[src/rtl/pipeline_pkg.sv]
// pipeline_pkg: shared definitions for the decode/issue pipeline.
// Holds the operand-select (HSEL) codes, the NOP EX opcode, the
// hard-wired zero register and the default datapath widths.
// Optional feature macro used by the importers: ID_ISSUE_BYPASS_EN.
package pipeline_pkg;

    // Default widths used as parameter defaults throughout the stage.
    localparam int WORD_W_DEF     = 32;
    localparam int REG_ADDR_W_DEF = 5;
    localparam int EXOP_W_DEF     = 8;
    localparam int FWD_STAGES_DEF = 2;
    localparam int CNT_W_DEF      = 16;

    // Operand source select; 2'b11 is reserved and behaves like ZERO.
    typedef enum logic [1:0] {
        HSEL_ZERO = 2'b00,
        HSEL_REG  = 2'b01,
        HSEL_IMM  = 2'b10
    } hsel_e;

    // EX opcode carried by a bubble.
    localparam int EXOP_NOP = 0;

    // Architectural register that always reads as zero.
    localparam int REG_ZERO = 0;

endpackage

[src/rtl/operand_select.sv]
// operand_select: resolves one source operand of the issue stage.
// Chooses between zero, the immediate, the register file value and the
// forwarding buses, and flags a RAW hazard when the operand cannot be
// resolved this cycle.
// ID_ISSUE_BYPASS_EN defined  : forwarding from the youngest matching stage.
// ID_ISSUE_BYPASS_EN undefined: no forwarding; any pending writer stalls.
module operand_select
    import pipeline_pkg::*;
#(
    parameter int WORD_W     = WORD_W_DEF,
    parameter int REG_ADDR_W = REG_ADDR_W_DEF,
    parameter int FWD_STAGES = FWD_STAGES_DEF
) (
    input  logic [1:0]                       i_sel,
    input  logic [REG_ADDR_W-1:0]            i_addr,
    input  logic [WORD_W-1:0]                i_imm,
    input  logic [WORD_W-1:0]                i_regValue,
    input  logic [FWD_STAGES*REG_ADDR_W-1:0] i_stageDest,
    input  logic [FWD_STAGES-1:0]            i_stageWe,
    input  logic [FWD_STAGES-1:0]            i_stageResultValid,
    input  logic [FWD_STAGES*WORD_W-1:0]     i_stageResult,
    output logic [WORD_W-1:0]                o_value,
    output logic                             o_hazard
);

    logic w_found;

`ifndef ID_ISSUE_BYPASS_EN
    // Result buses are not consulted without forwarding.
    logic w_unused;
    assign w_unused = ^{i_stageResultValid, i_stageResult};
`endif

    // Operand value and hazard flag from select, address and stage buses.
    always_comb begin
        // NOTE: every output of this block gets a default first, so no
        // path through the case/loop can leave it unassigned (no latch).
        o_value  = '0;
        o_hazard = 1'b0;
        w_found  = 1'b0;
        case (hsel_e'(i_sel))
            HSEL_IMM: o_value = i_imm;
            HSEL_REG: begin
                if (i_addr != REG_ADDR_W'(REG_ZERO)) begin
                    o_value = i_regValue;
`ifdef ID_ISSUE_BYPASS_EN
                    // Lowest index is the youngest writer, so it wins.
                    for (int k = 0; k < FWD_STAGES; k++) begin
                        if (!w_found && i_stageWe[k] &&
                            (i_stageDest[k*REG_ADDR_W +: REG_ADDR_W] == i_addr)) begin
                            w_found = 1'b1;
                            if (i_stageResultValid[k]) begin
                                o_value = i_stageResult[k*WORD_W +: WORD_W];
                            end else begin
                                o_hazard = 1'b1;
                            end
                        end
                    end
`else
                    // Without bypass any in-flight writer must retire first.
                    for (int k = 0; k < FWD_STAGES; k++) begin
                        if (i_stageWe[k] &&
                            (i_stageDest[k*REG_ADDR_W +: REG_ADDR_W] == i_addr)) begin
                            w_found  = 1'b1;
                            o_hazard = 1'b1;
                        end
                    end
`endif
                end
            end
            default: o_value = '0;
        endcase
    end

endmodule

[src/rtl/id_issue.sv]
// id_issue: operand-fetch and issue stage between decode and EX.
// Resolves both operands (two operand_select instances), stalls on
// unresolved RAW hazards, and registers the issued instruction into an
// ID/EX register with valid/ready handshake, flush and a saturating
// stall counter.
// ID_ISSUE_BYPASS_EN selects forwarding (defined) or stall-only (undefined).
module id_issue
    import pipeline_pkg::*;
#(
    parameter int WORD_W     = WORD_W_DEF,
    parameter int REG_ADDR_W = REG_ADDR_W_DEF,
    parameter int EXOP_W     = EXOP_W_DEF,
    parameter int FWD_STAGES = FWD_STAGES_DEF,
    parameter int CNT_W      = CNT_W_DEF
) (
    input  logic                             clk,
    input  logic                             rst,
    input  logic                             i_valid,
    output logic                             o_ready,
    input  logic [EXOP_W-1:0]                i_exop,
    input  logic [1:0]                       i_leftSel,
    input  logic [1:0]                       i_rightSel,
    input  logic [REG_ADDR_W-1:0]            i_addrLeft,
    input  logic [REG_ADDR_W-1:0]            i_addrRight,
    input  logic [WORD_W-1:0]                i_imm,
    input  logic [WORD_W-1:0]                i_offset,
    input  logic [REG_ADDR_W-1:0]            i_dest,
    output logic [REG_ADDR_W-1:0]            o_readAddrLeft,
    output logic [REG_ADDR_W-1:0]            o_readAddrRight,
    input  logic [WORD_W-1:0]                i_readValueLeft,
    input  logic [WORD_W-1:0]                i_readValueRight,
    input  logic [FWD_STAGES*REG_ADDR_W-1:0] i_stageDest,
    input  logic [FWD_STAGES-1:0]            i_stageWe,
    input  logic [FWD_STAGES-1:0]            i_stageResultValid,
    input  logic [FWD_STAGES*WORD_W-1:0]     i_stageResult,
    input  logic                             i_flush,
    output logic                             o_valid,
    input  logic                             i_ready,
    output logic [EXOP_W-1:0]                o_exop,
    output logic [WORD_W-1:0]                o_srcLeft,
    output logic [WORD_W-1:0]                o_srcRight,
    output logic [WORD_W-1:0]                o_offset,
    output logic [REG_ADDR_W-1:0]            o_dest,
    output logic [CNT_W-1:0]                 o_stallCount
);

    logic [WORD_W-1:0]     w_valueLeft;
    logic [WORD_W-1:0]     w_valueRight;
    logic                  w_hazardLeft;
    logic                  w_hazardRight;
    logic                  w_stall;
    logic                  w_advance;
    logic                  w_accept;

    logic                  r_valid;
    logic [EXOP_W-1:0]     r_exop;
    logic [WORD_W-1:0]     r_srcLeft;
    logic [WORD_W-1:0]     r_srcRight;
    logic [WORD_W-1:0]     r_offset;
    logic [REG_ADDR_W-1:0] r_dest;
    logic [CNT_W-1:0]      r_stallCount;

    // Register file read ports only see an address for REG operands.
    assign o_readAddrLeft  = (hsel_e'(i_leftSel)  == HSEL_REG) ? i_addrLeft  : '0;
    assign o_readAddrRight = (hsel_e'(i_rightSel) == HSEL_REG) ? i_addrRight : '0;

    operand_select #(
        .WORD_W     (WORD_W),
        .REG_ADDR_W (REG_ADDR_W),
        .FWD_STAGES (FWD_STAGES)
    ) u_sel_left (
        .i_sel              (i_leftSel),
        .i_addr             (i_addrLeft),
        .i_imm              (i_imm),
        .i_regValue         (i_readValueLeft),
        .i_stageDest        (i_stageDest),
        .i_stageWe          (i_stageWe),
        .i_stageResultValid (i_stageResultValid),
        .i_stageResult      (i_stageResult),
        .o_value            (w_valueLeft),
        .o_hazard           (w_hazardLeft)
    );

    operand_select #(
        .WORD_W     (WORD_W),
        .REG_ADDR_W (REG_ADDR_W),
        .FWD_STAGES (FWD_STAGES)
    ) u_sel_right (
        .i_sel              (i_rightSel),
        .i_addr             (i_addrRight),
        .i_imm              (i_imm),
        .i_regValue         (i_readValueRight),
        .i_stageDest        (i_stageDest),
        .i_stageWe          (i_stageWe),
        .i_stageResultValid (i_stageResultValid),
        .i_stageResult      (i_stageResult),
        .o_value            (w_valueRight),
        .o_hazard           (w_hazardRight)
    );

    // A hazard only matters when there is an instruction to issue.
    assign w_stall   = i_valid && (w_hazardLeft || w_hazardRight);
    // The ID/EX register may take new contents when empty or draining.
    assign w_advance = !r_valid || i_ready;
    assign o_ready   = !w_stall && w_advance && !rst;
    assign w_accept  = i_valid && o_ready;

    // ID/EX register: flush beats accept/bubble, which beat hold.
    always_ff @(posedge clk or posedge rst) begin
        if (rst) begin
            r_valid    <= 1'b0;
            r_exop     <= EXOP_W'(EXOP_NOP);
            r_srcLeft  <= '0;
            r_srcRight <= '0;
            r_offset   <= '0;
            r_dest     <= '0;
        end else if (i_flush) begin
            // NOTE: non-blocking assignments keep every register sampling
            // pre-edge values, independent of statement order.
            r_valid <= 1'b0;
            r_exop  <= EXOP_W'(EXOP_NOP);
            r_dest  <= '0;
        end else if (w_advance) begin
            if (w_accept) begin
                r_valid    <= 1'b1;
                r_exop     <= i_exop;
                r_srcLeft  <= w_valueLeft;
                r_srcRight <= w_valueRight;
                r_offset   <= i_offset;
                r_dest     <= i_dest;
            end else begin
                r_valid <= 1'b0;
                r_exop  <= EXOP_W'(EXOP_NOP);
                r_dest  <= '0;
            end
        end
    end

    // Saturating count of cycles lost to hazard stalls.
    always_ff @(posedge clk or posedge rst) begin
        if (rst) begin
            r_stallCount <= '0;
        end else if (w_stall && (r_stallCount != '1)) begin
            r_stallCount <= r_stallCount + CNT_W'(1);
        end
    end

    assign o_valid      = r_valid;
    assign o_exop       = r_exop;
    assign o_srcLeft    = r_srcLeft;
    assign o_srcRight   = r_srcRight;
    assign o_offset     = r_offset;
    assign o_dest       = r_dest;
    assign o_stallCount = r_stallCount;

endmodule

[config.mk]
export PLATFORM = sky130hd
export DESIGN_NAME = id_issue
export DESIGN_NICKNAME = d
export VERILOG_FILES = /design/src/rtl/pipeline_pkg.sv /design/src/rtl/operand_select.sv /design/src/rtl/id_issue.sv
export SDC_FILE = /design/constraint.sdc
export NUM_CORES = 1
export LEC_CHECK = 0
export ABC_CLOCK_PERIOD_IN_PS = 3800
export BUFFER_PORTS_ARGS = -buffer_cell sky130_fd_sc_hd__buf_4
export CORE_AREA = 3 3 144 146
export CTS_BUF_LIST = sky130_fd_sc_hd__clkbuf_4
export CTS_CLUSTER_DIAMETER = 40
export DETAILED_ROUTE_END_ITERATION = 6
export DIE_AREA = 0 0 147 149
export GPL_ROUTABILITY_DRIVEN = 1
export PLACE_DENSITY = 0.71
export SLEW_MARGIN = 20
export SYNTH_ARGS = -nofsm -noshare
export SYNTH_HDL_FRONTEND = slang
export SYNTH_HIERARCHICAL = 1
export SYNTH_SLANG_ARGS = --single-unit
[constraint.sdc]
create_clock -name clk -period 3.8 [get_ports clk]
set_input_delay 0.19 -clock clk [delete_from_list [all_inputs] [get_ports clk]]
set_output_delay 0.19 -clock clk [all_outputs]
set_load 0.05 [all_outputs]
After elaboration in Yosys (flattened, before gate mapping)
Index checks and enable logic that the tools add are counted.

cells by class
  $add $sub $neg = 1
  eq/ne operators = 9
  muxes and demuxes = 23
  bitwise logic cells = 1
  reductions and logical operators = 18

operator list
  kind                                                              number
  32-bit case mux with 2 select lines                               2
  32-bit 2-to-1 mux                                                 2
  5-bit 2-to-1 mux                                                  5
  8-bit 2-to-1 mux                                                  3
  5-bit == test                                                     4
  16-bit by 1-bit adder with 16-bit output (second input constant)  1
  16-bit != test (second input constant)                            1
  1-bit 2-to-1 mux                                                  11
  5-bit nonzero test                                                2
  1-bit logical AND                                                 9
  2-bit by 1-bit == test with 1-bit output (second input constant)  2
  2-bit == test (second input constant)                             2
  1-bit logical NOT                                                 3
  3-bit AND reduction                                               1
  1-bit logical OR                                                  2
  2-bit nonzero test                                                1
  1-bit NOT                                                         1

storage, ports and cells
  bits in registers = 126
  input port bits = 238
  output and inout port bits = 137
  logic and storage cells = 59

Longest topological paths before layout
Gate-level depths: netlist of run 1.

  word-level depth = 15
  gate-level depth with buffers = 10
  depth with buffers taken out = 8

Hierarchy
Netlist of run 1, hierarchy kept.

by module, submodules not included
  module          times used  cells an instance  area an instance (um^2)  seq. area each (um^2)
  id_issue        1           323                4999.8                   3153.0
  operand_select  2           94                 639.4                    0.0

Least setup slack after synthesis of run 1
Ideal clock, no wire load.

  path kind = input to register
  start = in rst
  end = reg r_offset[13], in the netlist o_offset[13]
  library setup time = 0.125 ns
  arrival time = 4.399 ns
  data required time = 3.675 ns
  slack = -0.724 ns
  cell stages on the path = 6
  path buffers = 2
  path through = inv_1 -> and3_4 -> and3b_1 -> buf_6 -> buf_6 -> mux2_2

between the ends
  cells in the longest elaborated chain, start to end = 4

ends and longest elaborated chain
  item                                  RTL line         source
  start: declaration                    id_issue.sv:17   input logic rst,
  1-bit logical NOT (no source line)    n/a
  1-bit logical AND                     id_issue.sv:105  assign o_ready = !w_stall && w_advance && !rst;
  via o_ready                           id_issue.sv:19   output logic o_ready,
  1-bit logical AND                     id_issue.sv:106  assign w_accept = i_valid && o_ready;
  3-bit AND reduction (no source line)  n/a
  end signal: assignment                id_issue.sv:129  r_offset <= i_offset;
  end: declaration                      id_issue.sv:59   logic [WORD_W-1:0] r_offset;

The timed path passes the listed nets, and every way through them passes these cells.
A chain may end at the register's enable or synchronous reset.

Worst setup path after layout of run 1
  start = in i_addrRight[1]
  end = reg r_srcLeft[27], in the netlist o_srcLeft[27]

between the ends
  cells in the longest elaborated chain, start to end = 13
  elaborated cells on any way between the ends = 16
  classes of those cells = eq/ne (2); mux (4); reduce/logical (10)

ends and longest elaborated chain
  item                                    RTL line              source
  start: declaration                      id_issue.sv:24        input logic [REG_ADDR_W-1:0] i_addrRight,
  5-bit == test                           operand_select.sv:63  (i_stageDest[k*REG_ADDR_W +: REG_ADDR_W] == i_addr)) begin
  1-bit logical AND                       operand_select.sv:62  if (i_stageWe[k] &&
  1-bit 2-to-1 mux (2 in series)          operand_select.sv:62
  1-bit 2-to-1 mux *                      operand_select.sv:44  if (i_addr != REG_ADDR_W'(REG_ZERO)) begin
  1-bit 2-to-1 mux *                      operand_select.sv:41  case (hsel_e'(i_sel))
  via w_hazardRight                       id_issue.sv:50        logic w_hazardRight;
  1-bit logical OR *                      id_issue.sv:102       assign w_stall = i_valid && (w_hazardLeft || w_hazardRight);
  1-bit logical AND *                     id_issue.sv:102
  1-bit logical NOT *                     id_issue.sv:105
  1-bit logical AND * (2 in series)       id_issue.sv:105
  1-bit logical AND *                     id_issue.sv:106
  3-bit AND reduction (no source line) *  n/a
  end signal: assignment                  id_issue.sv:127       r_srcLeft <= w_valueLeft;
  end: declaration                        id_issue.sv:57        logic [WORD_W-1:0] r_srcLeft;

Mark *: on every way through the listed nets, which the timed path passes. The rest lies on a longest branch.

==> results.txt, run 1 <==
RSZ-0062 raised after global routing: false
pwr dens: 399 nW/um^2
HPWL Detailed: 14.3 mm
Worst-Margin Slew: 1060 ps
top cells by area, synth: dfrtp_1, mux2_2, a22oi_1
slew margin rel.: 0.294
Post-synth EDFFs: 0
die area: 21,900 sq um
height of the die: 149 microns
Final Skew: 14.0 ps
DRT iter0 DRCs: 271
f_max: 387 MHz
routed vias: 5,899
sequential share of the synthesized area: 0.502
number of global-route vias before repair: 6,368
core box area: 19,500 sq um
die span in x: 147 microns
Slew Viols, Final: 0
run status: finished, final reports clean
Ys Warns: 6
Crit. End Element: register
Initial Utilization: 0.322
Yosys reg bits: 126
post-synth top area share: 0.502
Final Cycle Share: 0.680
net count reported at finish: 1,175
area grow syn2layout: 62.6%
Avg Cell Area, Syn: 12.3 sq um
Critical Path RT: 4220 ps
CTS buffer count: 17
Peak VDD IR: 229 uV
CTS tree: built
Setup CP Type: in -> reg
global-route wire length before repair: 33.8 mm
Critical Path Most Common Cell: buf_4
post-layout min period: 2580 ps
CP max-delay cell: or4_1
io pins: 375
library cells used by synthesis: 40
CP startpoint kind: primary input
syn_nets: 754
Total Wirelength: 21.9 mm
critical-path cell list: buf_4 -> or4_1 -> o21a_4 -> a21boi_0 -> o21ai_2 -> and3_4 -> and3b_4 -> buf_4 -> mux2_2
largest area contributor in the netlist: dfrtp_1
Hold/Removal Path Class: in -> reg
Final setup viols: 0
post-CTS sizing: 0
Via density: 4.87
gpl congestion: 0.846
IO buf count: 308
Fin. Hold Viols: 0
ys flop type: dfrtp_1
clock sinks: 126
CP Buf/Inv Count: 2
Netlist Area Pre-Place: 6280 sq um
cell family with most CP delay: simple AND/OR/NAND/NOR gates
antenna-violating nets left: 0
GRT Total Usage: 0.195
WL per Instance: 18.1 microns
share of cells above drive strength 1: 0.487
largest net degree at the start of global routing: 61
initial antenna violation count: 1
max incr delay on CP: 540 ps
asr flop ratio synth: 1.00
Critical Path AT: 3010 ps
row count: 51
Layout Utilization: 0.523
total iterations of the first detailed-routing run: 5
H-tree depth: 4
clock root buffer: clkbuf_4
Critical Path Fanout Max: 33
hold buffer count at cts: 119
post-route setup TNS: 0 ps
CTS Buffer Depth: 2
max_cap viols: 0
Clock transition at path regs: 120 ps
Static Leakage: 4.91 nW
Setup Fix Bufs, Post-CTS: 0
Mapped Cells: 511
Residual DRC: 0
Clk Latency, worst-skew pair: 530 ps
GRT Residual Overflow: 0
layer usage:
metal	GRT usage	vias to the layer above	part of all wire
li1	-	2699	-
met1	0.223	2876	0.39
met4	0.0788	0	0.027
met2	0.336	280	0.50
met5	0	-	0
met3	0.0659	44	0.077
worst register-to-register path, stage by stage, from the launching register on:
cell and delay [ps]:
dfrtp_1 470, ha_1 270, and4_4 220, and4bb_2 290
nor2_1 180, mux2_2 350
cell usage in the layout, fill, tap and decap left out, drive strengths merged, types with 5 or more instances in the layout:
master,count
nor2,67
buf,316
and2,11
mux2,97
xor2,25
nand4,6
nand3,9
inv,10
clkbuf,17
ha,5
a22o,13
nand2,6
xnor2,8
nor4,8
dfrtp,126
a22oi,64
clkinvlp,7
dlygate4sd3,119
cell type report:
type,count,area (sq um)
fill,1699,9320
timing repair buffer,435,3580
sequential,126,3150
multi-input combinational,347,2860
tap,265,332
clock inverter,15,138
clock buffer,17,128
inverter,5,22.5
antenna,1,2.50
cells by family (layout without fill, tap and decap cells):
family,Yosys count,count (layout),share of synthesized area
AND/OR/NAND/NOR,128,128,0.103
flip-flops,126,126,0.502
multiplexers,97,97,0.174
AO/OA/AOI/OAI,84,84,0.121
buffers and inverters,38,472,0.0440
XOR/XNOR,33,33,0.0460
adder cells (fa/ha/maj),5,5,0.00996
other,0,1,0
synth_stat cells, types with 6 or more instances:
cell type and instances:
dfrtp_1 126, a22o_1 13, mux2_1 15, a22oi_1 44
xnor2_1 8, nand2_1 6, xor2_1 25, nor2_1 67
a22oi_2 20, clkbuf_1 11, buf_6 17, nor4_1 8
nand4_1 6, nand3_1 9, mux2_2 82, and2_1 11
through the flow:
stage	hold slack, ps	setup WS (ps)	cells	cell area (sq um)	power (W)
floorplan	325	291	511	6280	0.00253
global placement	186	726	1059	8750	0.00306
detailed placement	186	696	1059	8750	0.00307
CTS	0.139	1300	1210	10200	0.00410
global route	10.9	1200	1211	10200	0.00425
finish	65.1	1220	1211	10200	0.00407
power breakdown:
part,switching (W),leakage (nW),internal [W]
Combinational,0.000966,3.13,0.000597
Sequential,0.0000973,1.66,0.00150
Clock,0.000573,0.125,0.000333
Total,0.00164,4.91,0.00243
sequential cells by signal (all words and copies together), names as in the netlist:
signal        cells
o_stallCount     16
o_srcLeft        32
o_offset         32
o_exop            8
o_srcRight       32
o_valid           1
o_dest            5
worst paths after layout:
check / slack (ps) / cells past startpoint / to / start
worst max-delay path: 1220 / 9 / o_srcLeft[27] / i_addrRight[1]
worst max register to register: 1930 / 5 / o_stallCount[1] / o_stallCount[0]
max in group asynchronous: 1810 / 5 / o_srcRight[2] / rst
worst min-delay path: 70 / 4 / o_srcRight[9] / i_readValueRight[9]
min in group asynchronous: 210 / 3 / o_srcRight[5] / rst
worst min register to register: 500 / 1 / o_srcRight[11] / o_srcRight[11]
(Power assumes the default switching activity.)
==> run 2: changes to the inputs <==
--- a/config.mk
+++ b/config.mk
@@ -5,15 +5,15 @@
 export SDC_FILE = /design/constraint.sdc
 export NUM_CORES = 1
 export LEC_CHECK = 0
-export ABC_CLOCK_PERIOD_IN_PS = 3800
+export ABC_CLOCK_PERIOD_IN_PS = 2690
 export BUFFER_PORTS_ARGS = -buffer_cell sky130_fd_sc_hd__buf_4
-export CORE_AREA = 3 3 144 146
+export CORE_AREA = 3 3 146 148
 export CTS_BUF_LIST = sky130_fd_sc_hd__clkbuf_4
 export CTS_CLUSTER_DIAMETER = 40
 export DETAILED_ROUTE_END_ITERATION = 6
-export DIE_AREA = 0 0 147 149
+export DIE_AREA = 0 0 149 151
 export GPL_ROUTABILITY_DRIVEN = 1
-export PLACE_DENSITY = 0.71
+export PLACE_DENSITY = 0.67
 export SLEW_MARGIN = 20
 export SYNTH_ARGS = -nofsm -noshare
 export SYNTH_HDL_FRONTEND = slang
==> constraint.sdc (replaced) <==
create_clock -name clk -period 2.69 [get_ports clk]
set_input_delay 0.1345 -clock clk [delete_from_list [all_inputs] [get_ports clk]]
set_output_delay 0.1345 -clock clk [all_outputs]
set_load 0.05 [all_outputs]
==> results.txt, run 2 (synthesis gave the netlist of run 1 again) <==
antenna-violating nets left: 0
FF-to-FF End: o_stallCount[1]
final worst setup slack: 589 ps
largest net degree at the start of global routing: 127
HPWL Detailed: 14.6 mm
CP max-delay cell: or4_1
die span in x: 149 microns
area grow syn2layout: 73.6%
core box area: 20,200 sq um
Clock transition at path regs: 120 ps
dpl ws: 34.1 ps
f_max: 476 MHz
row count: 52
initial antenna violation count: 2
CTS tree: built
Total Wirelength: 22.7 mm
Setup Fix Bufs, Post-CTS: 0
Reg2Reg Depth: 5
Placement Cell Area: 8910 sq um
WL per Instance: 17.8 microns
Crit. End Element: register
Final setup viols: 0
Fin. Hold Viols: 0
Hold/Removal Path Class: in -> reg
Critical Path AT: 2500 ps
number of global-route vias before repair: 6,418
Final Instance Area: 10,900 sq um
clock sinks: 126
most frequent cells in the layout: buf_4, dlygate4sd3_1, dfrtp_1
DRT iter0 DRCs: 163
GRT Total Usage: 0.195
Static Leakage: 5.18 nW
critical-path cell list: buf_4 -> or4_1 -> o21a_4 -> a21boi_0 -> o21ai_2 -> and3_4 -> and3b_4 -> buf_12 -> mux2_2
Tot Pwr: 0.00608 W
share of cells above drive strength 1: 0.475
GRT Residual Overflow: 0
Hold Startpoint: i_readValueRight[18]
number of fill cells: 1,707
Clk Latency, worst-skew pair: 520 ps
CP startpoint kind: primary input
hold path endpoint: o_srcRight[18]
post-layout min period: 2100 ps
Multi-input gate area: 2870 sq um
Slew Viols, Final: 0
Critical Path RT: 3090 ps
pwr dens: 558 nW/um^2
total iterations of the first detailed-routing run: 4
Initial Utilization: 0.311
Peak VDD IR: 374 uV
Setup CP Type: in -> reg
slew margin rel.: 0.343
Via density: 4.77
Residual DRC: 0
height of the die: 151 microns
net count reported at finish: 1,234
routed vias: 6,083
commonest non-fill, non-tap cell in the layout: buf_4
die area: 22,500 sq um
Worst-Margin Slew: 981 ps
H-tree depth: 4
run status: finished, final reports clean
gpl congestion: 0.836
IO buf count: 308
max incr delay on CP: 540 ps
CTS Buffer Depth: 2
RSZ-0062 raised after global routing: false
register area: 3150 sq um
Hold Path Cell Cnt: 4
Final Skew: 23.2 ps
max_cap viols: 0
io pins: 375
clock root buffer: clkbuf_4
CTS buffer count: 17
r2r setup slk: 830 ps
Critical Path Fanout Max: 32
Final Cycle Share: 0.781
hold slack final: 71.6 ps
worst r2r src: o_stallCount[0]
global-route wire length before repair: 34.5 mm
[run 2: cell types whose count changed in the layout (fill, tap and decap cells not counted), moves of 3 or more]
cell	previous run	this run
dlygate4sd3_1	119	166
mux2_1	15	11
clkinv_4	0	5
clkinvlp_4	7	2
mux2_4	0	4
buf_12	1	5
inv_6	5	1
buf_4	315	323
bufinv_16	1	4
[run 2: metal layers]
metal	vias up	track usage	wire length (microns)
li1	2808	-	-
met2	260	0.329	11000
met4	0	0.0764	614
met5	-	0	0
met3	42	0.0595	1690
met1	2973	0.235	9380
[run 2: how the worst max path moves through the flow]
stage	start	to	slack (ps)	cells past startpoint
after floorplan	rst	o_offset[12]	-760	6
after global placement	i_addrRight[1]	o_srcLeft[18]	40	9
after detailed placement	i_addrRight[1]	o_srcLeft[5]	30	9
after CTS	i_addrRight[1]	o_srcRight[15]	640	9
after global routing	i_addrRight[1]	o_offset[25]	570	9
final	i_addrRight[1]	o_offset[25]	590	9
[run 2: worst max-delay path, delay by kind of cell]
kind                   cells  cell delay [ps]
multiplexers               1              370
AO/OA/AOI/OAI              3              570
buffers and inverters      2              340
AND/OR/NAND/NOR            3             1050
[run 2: cell type report]
cell class / instances / share of cell area
antenna: 2 / 0.000459
clock buffer: 18 / 0.0124
clock inverter: 13 / 0.0175
inverter: 5 / 0.00207
multi-input combinational: 347 / 0.263
sequential: 126 / 0.289
tap: 270 / 0.0310
timing repair buffer: 494 / 0.384
[run 2: repair_timing]
action / 4_1_cts / 5_1_grt
endpoints found under the hold margin: 232 / 0
endpoints found under the setup margin: 0 / 0
hold buffers: 166 / 0
gates resized for setup: 0 / 0
[run 2: power by group]
group / total, W / internal [W] / switching [W]
registers: 0.00225 / 0.00212 / 0.000129
clock network: 0.00152 / 0.000750 / 0.000773
logic: 0.00231 / 0.000923 / 0.00139
[run 2: metrics by stage]
step,utilization,std cells,TNS (ps)
floorplan,-,511,-78820
global placement,0.442,1076,0
detailed placement,0.442,1076,0
CTS,0.540,1273,0
global route,0.540,1275,0
finish,0.540,1275,0
==> run 3: changes to the inputs <==
--- a/config.mk
+++ b/config.mk
@@ -5,15 +5,15 @@
 export SDC_FILE = /design/constraint.sdc
 export NUM_CORES = 1
 export LEC_CHECK = 0
-export ABC_CLOCK_PERIOD_IN_PS = 2690
+export ABC_CLOCK_PERIOD_IN_PS = 1800
 export BUFFER_PORTS_ARGS = -buffer_cell sky130_fd_sc_hd__buf_4
-export CORE_AREA = 3 3 146 148
+export CORE_AREA = 3 3 144 146
 export CTS_BUF_LIST = sky130_fd_sc_hd__clkbuf_4
 export CTS_CLUSTER_DIAMETER = 40
 export DETAILED_ROUTE_END_ITERATION = 6
-export DIE_AREA = 0 0 149 151
+export DIE_AREA = 0 0 147 149
 export GPL_ROUTABILITY_DRIVEN = 1
-export PLACE_DENSITY = 0.67
+export PLACE_DENSITY = 0.71
 export SLEW_MARGIN = 20
 export SYNTH_ARGS = -nofsm -noshare
 export SYNTH_HDL_FRONTEND = slang
==> constraint.sdc (replaced) <==
create_clock -name clk -period 1.8 [get_ports clk]
set_input_delay 0.09 -clock clk [delete_from_list [all_inputs] [get_ports clk]]
set_output_delay 0.09 -clock clk [all_outputs]
set_load 0.05 [all_outputs]
==> results.txt, run 3 (synthesis gave the netlist of run 1 again) <==
run status: finished with violations
violated checks: setup timing
Final Instance Area: 11,900 sq um
Fin. Hold Viols: 0
pwr dens: 774 nW/um^2
die span in x: 147 microns
die area: 21,900 sq um
Hold Path Cell Cnt: 3
hold path endpoint: o_exop[6]
FF-to-FF End: o_offset[3]
final worst setup slack: -193 ps
DRT iter0 DRCs: 332
max_cap viols: 0
core box area: 19,500 sq um
CTS Buffer Depth: 2
Crit. End Element: register
number of fill cells: 1,509
Reg2Reg Depth: 6
Hold Startpoint: i_flush
Finished Layout Cells: 1,314
number of global-route vias before repair: 7,297
Via density: 5.04
Critical Path RT: 2200 ps
Clk Latency, worst-skew pair: 530 ps
Clock transition at path regs: 120 ps
Residual DRC: 0
post-layout min period: 1990 ps
Final Skew: 19.2 ps
Hold/Removal Path Class: in -> reg
WL per Instance: 20.4 microns
Final Cycle Share: 1.11
height of the die: 149 microns
most frequent cells in the layout: buf_4, dlygate4sd3_1, dfrtp_1
share of cells above drive strength 1: 0.511
Worst-Margin Slew: 1000 ps
r2r setup slk: 30 ps
HPWL Detailed: 14.9 mm
Total Wirelength: 26.8 mm
placed cells: 1,091
antenna-violating nets left: 0
CTS tree: built
clock sinks: 126
H-tree depth: 4
global-route wire length before repair: 40.2 mm
area grow syn2layout: 89.7%
RSZ-0062 raised after global routing: true
Tot Pwr: 0.00922 W
gpl congestion: 0.880
io pins: 375
Slew Viols, Final: 0
commonest non-fill, non-tap cell in the layout: buf_4
Static Leakage: 5.71 nW
Placement Cell Area: 9060 sq um
GRT Total Usage: 0.233
largest net degree at the start of global routing: 127
f_max: 502 MHz
Final setup viols: 109
Setup CP Type: in -> reg
worst r2r src: o_valid
total iterations of the first detailed-routing run: 5
slew margin rel.: 0.330
Critical Path AT: 2390 ps
row count: 51
GRT Residual Overflow: 0
Critical Path Fanout Max: 6
routed vias: 6,627
Peak VDD IR: 628 uV
clock root buffer: clkbuf_4
Initial Utilization: 0.322
net count reported at finish: 1,278
IO buf count: 308
CP startpoint kind: primary input
initial antenna violation count: 1
CTS buffer count: 17
-- run 3: changes by cell type in the layout (fill, tap and decap cells not counted), moves of 4 or more --
cell	delta
buf_16	+7
buf_4	+13
buf_6	+4
buf_8	+5
clkbuf_16	+6
clkinv_2	+4
clkinv_4	-4
dlygate4sd3_1	+6
mux2_1	-11
mux2_2	-78
mux2_4	+89
nor4_1	-5
nor4_2	+4
-- run 3: final cells by class --
class,count,area [sq um],area share
Timing Repair Buffer,538,4870,0.409
Multi-Input combinational cell,347,3270,0.275
Sequential cell,126,3150,0.265
Tap cell,265,332,0.0278
Clock buffer,18,135,0.0113
Clock inverter,13,125,0.0105
Inverter,5,22.5,0.00189
Antenna cell,2,5.00,0.000420
-- run 3: metrics by stage --
stage	TNS (ps)	worst slack, ps	util	hold WS, ps
2_1_floorplan	-173780	-1610	-	225
4_1_cts	-9530	-149	0.598	86.2
6_report	-15400	-193	0.610	142
3_5_place_dp	-87430	-795	0.464	312
3_3_place_gp	-84690	-758	0.464	306
5_1_grt	-16040	-200	0.610	109
-- run 3: layer usage --
metal | wire length, microns | GRT usage | share of wire
met1 | 10400 | 0.270 | 0.39
met2 | 13400 | 0.401 | 0.50
met3 | 1860 | 0.0593 | 0.069
met4 | 1060 | 0.120 | 0.040
met5 | 0 | 0 | 0
-- run 3: what timing repair did --
action / 4_1_cts / 5_1_grt
buffers inserted: 9 / 0
cloned: 8 / 6
pin swaps: 4 / 20
hold endpoints to repair: 235 / 0
gates resized for setup: 88 / 43
hold buffers: 172 / 0
setup endpoints to repair: 109 / 119
-- run 3: where the power goes --
part / switching (W) / total [W] / internal, W
Combinational: 0.00221 / 0.00390 / 0.00169
Sequential: 0.000224 / 0.00340 / 0.00317
Clock: 0.00110 / 0.00192 / 0.000813
-- run 3: critical path, stage by stage --
cell       delay, ps
buf_6             90
or4_4            530
o21a_4           230
a21boi_4         130
o21ai_2          200
and3_4           210
and3b_4          260
buf_8            160
clkbuf_16        170
mux2_4           310
-- run 3: how the worst max path moves through the flow --
stage          slack [ps]  cells after the start             to            from
2_1_floorplan       -1610                      6   o_offset[12]             rst
3_3_place_gp         -760                      9   o_srcLeft[5]  i_addrRight[1]
3_5_place_dp         -790                      9   o_offset[28]  i_addrRight[1]
4_1_cts              -150                     11  o_srcLeft[17]   i_addrLeft[1]
5_1_grt              -200                     13        o_valid   i_addrLeft[3]
6_report             -190                     10    o_offset[3]  i_addrRight[3]
